File: src/rtl/inst_fetch.sv
// Instruction fetch stage: owns the PC, looks it up in the I-cache,
// refills misses byte by byte from memory and hands instructions to decode.
module inst_fetch #(
    parameter logic [31:0] RESET_PC = 32'h0
) (
    input  logic        clk,
    input  logic        rst,
    input  logic        rdy,
    input  logic        jump_i,
    input  logic [31:0] jump_addr_i,
    input  logic        id_ready_i,
    output logic        inst_valid_o,
    output logic [31:0] inst_o,
    output logic [31:0] pc_o,
    output logic [31:0] ic_raddr_o,
    input  logic        ic_hit_i,
    input  logic [31:0] ic_inst_i,
    output logic        ic_we_o,
    output logic [31:0] ic_waddr_o,
    output logic [31:0] ic_winst_o,
    output logic        mem_req_o,
    output logic [31:0] mem_addr_o,
    input  logic        mem_ack_i,
    input  logic [7:0]  mem_data_i
);

    typedef enum logic [1:0] {LOOKUP, FILL, WB} state_t;

    state_t      state, state_nxt;
    logic [31:0] pc, pc_nxt;
    logic [1:0]  byte_cnt, byte_cnt_nxt;
    logic [31:0] fill_buf, fill_buf_nxt;
    logic        valid_nxt;
    logic [31:0] inst_nxt;
    logic [31:0] pc_out_nxt;
    logic        out_free;

    assign out_free   = !inst_valid_o || id_ready_i;
    assign ic_raddr_o = pc;
    assign ic_waddr_o = pc;
    assign ic_winst_o = fill_buf;
    assign mem_addr_o = pc + {30'b0, byte_cnt};

    always_ff @(posedge clk) begin
        if (!rst) begin
            state        <= LOOKUP;
            pc           <= RESET_PC;
            byte_cnt     <= 2'd0;
            fill_buf     <= 32'h0;
            inst_valid_o <= 1'b0;
            inst_o       <= 32'h0;
            pc_o         <= 32'h0;
        end else begin
            state        <= state_nxt;
            pc           <= pc_nxt;
            byte_cnt     <= byte_cnt_nxt;
            fill_buf     <= fill_buf_nxt;
            inst_valid_o <= valid_nxt;
            inst_o       <= inst_nxt;
            pc_o         <= pc_out_nxt;
        end
    end

    always_comb begin
        state_nxt    = state;
        pc_nxt       = pc;
        byte_cnt_nxt = byte_cnt;
        fill_buf_nxt = fill_buf;
        valid_nxt    = inst_valid_o;
        inst_nxt     = inst_o;
        pc_out_nxt   = pc_o;
        mem_req_o    = 1'b0;
        ic_we_o      = 1'b0;
        if (rdy) begin
            if (inst_valid_o && id_ready_i)
                valid_nxt = 1'b0;
            unique case (state)
                LOOKUP: begin
                    if (ic_hit_i) begin
                        if (out_free) begin
                            inst_nxt   = ic_inst_i;
                            pc_out_nxt = pc;
                            valid_nxt  = 1'b1;
                            pc_nxt     = pc + 32'd4;
                        end
                    end else begin
                        state_nxt    = FILL;
                        byte_cnt_nxt = 2'd0;
                    end
                end
                FILL: begin
                    mem_req_o = 1'b1;
                    if (mem_ack_i) begin
                        fill_buf_nxt[{byte_cnt, 3'b000} +: 8] = mem_data_i;
                        byte_cnt_nxt = byte_cnt + 2'd1;
                        if (byte_cnt == 2'd3)
                            state_nxt = WB;
                    end
                end
                WB: begin
                    ic_we_o   = 1'b1;
                    state_nxt = LOOKUP;
                    if (out_free) begin
                        inst_nxt   = fill_buf;
                        pc_out_nxt = pc;
                        valid_nxt  = 1'b1;
                        pc_nxt     = pc + 32'd4;
                    end
                end
                default: state_nxt = LOOKUP;
            endcase
            // A redirect wins over any load or fill progress this cycle
            if (jump_i) begin
                pc_nxt       = {jump_addr_i[31:2], 2'b00};
                valid_nxt    = 1'b0;
                state_nxt    = LOOKUP;
                byte_cnt_nxt = 2'd0;
            end
        end
    end

endmodule

File: config.mk
export PLATFORM = sky130hd
export DESIGN_NAME = inst_fetch
export DESIGN_NICKNAME = d
export VERILOG_FILES = /design/src/rtl/inst_fetch.sv
export SDC_FILE = /design/constraint.sdc
export NUM_CORES = 1
export LEC_CHECK = 0
export ABC_AREA = 1
export CAP_MARGIN = 20
export CORE_MARGIN = 3
export CORE_UTILIZATION = 43
export CTS_CLUSTER_DIAMETER = 120
export CTS_CLUSTER_SIZE = 28
export DETAILED_ROUTE_END_ITERATION = 6
export GPL_TIMING_DRIVEN = 0
export PLACE_DENSITY = 0.81
export SLEW_MARGIN = 20
export SYNTH_ARGS = -nofsm -noshare
export SYNTH_HDL_FRONTEND = slang
export SYNTH_SLANG_ARGS = --single-unit
File: constraint.sdc
create_clock -name clk -period 2.5 [get_ports clk]
set_input_delay 0.5 -clock clk [delete_from_list [all_inputs] [get_ports clk]]
set_output_delay 0.5 -clock clk [all_outputs]
set_load 0.005 [all_outputs]
==> results of run 1 <==
[power by group through the flow]
| stage | sequential (mW) | combinational [mW] | clock (mW) |
|---|---|---|---|
| floorplan | 2.35 | 0.536 | 0 |
| global placement | 2.37 | 1.21 | 0 |
| detailed placement | 2.37 | 1.23 | 0 |
| CTS | 2.33 | 1.24 | 2.56 |
| global route | 2.35 | 1.35 | 2.65 |
| finish | 2.33 | 1.24 | 2.55 |
[stage by stage]
stage | util | area, um^2 | hold slack (ns) | std cells | setup slack [ns]
global placement | 0.6428 | 9449 | 0.4755 | 1430 | 0.05592
global route | 0.6839 | 10050 | 0.5148 | 1460 | 0.01881
CTS | 0.6835 | 10050 | 0.4883 | 1460 | 0.05048
finish | 0.6839 | 10050 | 0.4923 | 1460 | 0.1287
floorplan | - | 6576 | 0.4609 | 982 | 0.6627
detailed placement | 0.6428 | 9449 | 0.4727 | 1430 | 0.04786
[area by class of cell]
| cell class | count | area (um^2) |
|---|---|---|
| Clock inverter | 5 | 100.1 |
| Fill cell | 1273 | 4647 |
| Clock buffer | 26 | 499.2 |
| Inverter | 44 | 165.2 |
| Tap cell | 184 | 230.2 |
| Sequential cell | 129 | 2582 |
| Multi-Input combinational cell | 686 | 3199 |
| Timing Repair Buffer | 264 | 2643 |
| Buffer | 122 | 633.1 |
[layer usage]
metal  vias to the layer above  track usage  share of wire
met3                        63      0.06843          0.097
li1                       3739            -              -
met1                      3538       0.3401           0.40
met5                         -            0        0.00050
met2                       455       0.4631           0.47
met4                         2       0.1259          0.033
[what timing repair did]
item | CTS | global route
gates resized for setup | 1 | 1
hold endpoints to repair | 0 | 0
pin swaps | 0 | 0
endpoints found under the setup margin | 1 | 1
[worst max-delay path, cell delays in order]
cell and delay, ns:
clkdlybuf4s50_1 0.65, inv_1 0.10, nor2_1 0.11, clkdlybuf4s50_1 0.51
[worst paths after layout]
| path | startpoint | to | slack (ns) |
|---|---|---|---|
| max | rdy | ic_we_o | 0.13 |
| min | ic_winst_o[5] | ic_winst_o[5] | 0.49 |
| max reg2reg | byte_cnt[0] | ic_winst_o[2] | 0.24 |
| min reg2reg | ic_winst_o[5] | ic_winst_o[5] | 0.49 |
[cells in the mapped netlist, types with 2 or more instances]
library cell / n / area (um^2)
nand2_1: 217 / 814.5
dfxtp_1: 129 / 2582
nor2_1: 123 / 461.7
o21ai_0: 89 / 445.4
a21oi_1: 82 / 410.4
nand3_1: 79 / 395.4
clkbuf_1: 61 / 229.0
inv_1: 40 / 150.1
buf_4: 38 / 285.3
a31oi_1: 36 / 225.2
buf_2: 20 / 100.1
or3_1: 12 / 75.07
nand4_1: 8 / 50.05
ha_1: 7 / 87.58
nor3_1: 5 / 25.02
inv_2: 4 / 15.01
nand2_2: 4 / 25.02
buf_1: 3 / 11.26
nor2_2: 2 / 12.51
nor2_4: 2 / 22.52
o211ai_1: 2 / 15.01
o31ai_1: 2 / 15.01
xnor2_1: 2 / 17.52
[layout by cell type (no fill, tap or decap), types with 2 or more instances in the layout]
master | synthesis | routed
nor3_1 | 5 | 5
or3_1 | 12 | 12
nor2_1 | 123 | 123
o211ai_1 | 2 | 2
buf_1 | 3 | 3
dfxtp_1 | 129 | 129
nor2_4 | 2 | 2
nand3_1 | 79 | 79
clkdlybuf4s50_1 | 0 | 264
clkbuf_1 | 61 | 65
buf_4 | 38 | 38
inv_2 | 4 | 4
nand2_1 | 217 | 216
o21ai_0 | 89 | 89
clkbuf_8 | 0 | 4
a31oi_1 | 36 | 36
clkinv_2 | 0 | 2
nand2_2 | 4 | 4
nand4_1 | 8 | 8
a21oi_1 | 82 | 82
o31ai_1 | 2 | 2
nor2_2 | 2 | 2
xnor2_1 | 2 | 2
buf_2 | 20 | 20
ha_1 | 7 | 7
clkbuf_16 | 0 | 17
conb_1 | 1 | 6
bufinv_16 | 0 | 3
inv_1 | 40 | 40
[registers in the layout (all words and copies together) (netlist names)]
name	count
inst_o	32
pc_o	30
inst_valid_o	1
state	2
ic_raddr_o	30
byte_cnt	2
ic_winst_o	32
[cells by family after synthesis]
family / Yosys count / synth area share
buffers and inverters: 167 / 0.1223
adders and majority gates: 7 / 0.01336
other: 1 / 0.0005719
AOI/OAI and AO/OA: 214 / 0.1729
xor gates and xnor gates: 2 / 0.002672
DFF: 129 / 0.3938
and+or+nand+nor: 457 / 0.2944
==> flow_summary.json, run 1 <==
{
  "clkPwrFrac": 0.416,
  "crit_arrival_ns": 1.87,
  "first_iter_violations": 685,
  "grt_max_degree": 17,
  "end_kind": "output port",
  "synth_edf_count": 0,
  "final_layout_size_suffix_gt1_frac": 0.07994,
  "reg2reg_depth": 6,
  "setup_viol": 0,
  "overflow": 0,
  "ys_async_sr_fraction": 0,
  "sw_frac_of_total": 0.2621,
  "p_comb_frac": 0.203,
  "layout.nets": 1350,
  "ctsHoldBuffers": 0,
  "cts_tree": "yes",
  "syn_area_um2": 6558,
  "max_slew.worst_pin.slew_ns": 0.8127,
  "coreArea_um2": 14700,
  "vias": 7797,
  "grt_pass1_wl_um": 36620,
  "power_density_nw_per_um2": 609.0,
  "area_growth_pct": 53.29,
  "seq_power_share": 0.381,
  "io_buffers": 264,
  "hp-class": "register to register",
  "synth-main-ff-cell": "dfxtp_1",
  "clockRootBuffer": "clkbuf_16",
  "wire_per_inst_um": 16.50,
  "leakage_nw": 3.786,
  "start_util": 0.4461,
  "vdd_drop_max_v": 0.0004456,
  "yosysWarnings": 0,
  "hold_viol": 0,
  "via_per_inst": 5.340,
  "io_pins": 274,
  "critical_path_required_ns": 2.00,
  "ys_types": 33,
  "dr.pass1.iters": 7,
  "fp.dieH_um": 129.5,
  "p_switching_mw": 1.605,
  "n_antenna_cell": 0,
  "grt_usage": 0.2779,
  "p_int_mw": 4.517,
  "finalMaxSlewViolations": 0,
  "syn_avg_cell_area_um2": 6.712,
  "clk_pin_slew_ns": 0.05,
  "ys_ff_latch": 129,
  "die_w_um": 129.5,
  "hold_depth": 2,
  "fin_total_pwr_mw": 6.122,
  "rsz0062_at_grt": "false",
  "outcome": "finished, final reports clean",
  "relSlewSlack": 0.4540,
  "grt_pass1_vias": 7153,
  "drc": 0,
  "critPathMaxFanout": 7,
  "clk_path_buf_depth": 2,
  "wl_um": 24090,
  "min_period_over_period": 0.9485,
  "cts_setup_buffers": 0,
  "synth_cells": 977,
  "ant_nets": 0,
  "fp-row-count": 44,
  "htree_levels": 4,
  "period_minus_slack_ns": 2.371,
  "maxCapViolations": 0,
  "seq_area_frac_synth": 0.3938,
  "clock_latency_ns": 0.43,
  "fin_skew_ns": 0.008406,
  "gp_congestion": 0.9499,
  "hpwl_um": 18190,
  "dieArea_um2": 16770,
  "cts.sinks": 129,
  "setup-tns-final_ns": 0,
  "max_freq_mhz": 421.7,
  "path_class": "input pin to output port",
  "antenna_found_initial": 1,
  "start_kind": "input pin",
  "numCtsBuffers": 17
}
(Power assumes the default switching activity.)
==> inputs of run 2 (changes only) <==
--- a/config.mk
+++ b/config.mk
@@ -9,7 +9,6 @@
 export CAP_MARGIN = 20
 export CORE_MARGIN = 3
 export CORE_UTILIZATION = 43
-export CTS_CLUSTER_DIAMETER = 120
 export CTS_CLUSTER_SIZE = 28
 export DETAILED_ROUTE_END_ITERATION = 6
 export GPL_TIMING_DRIVEN = 0
==> results of run 2 <==
Same layout as run 1: the final DEF is identical, and so are final timing and power.
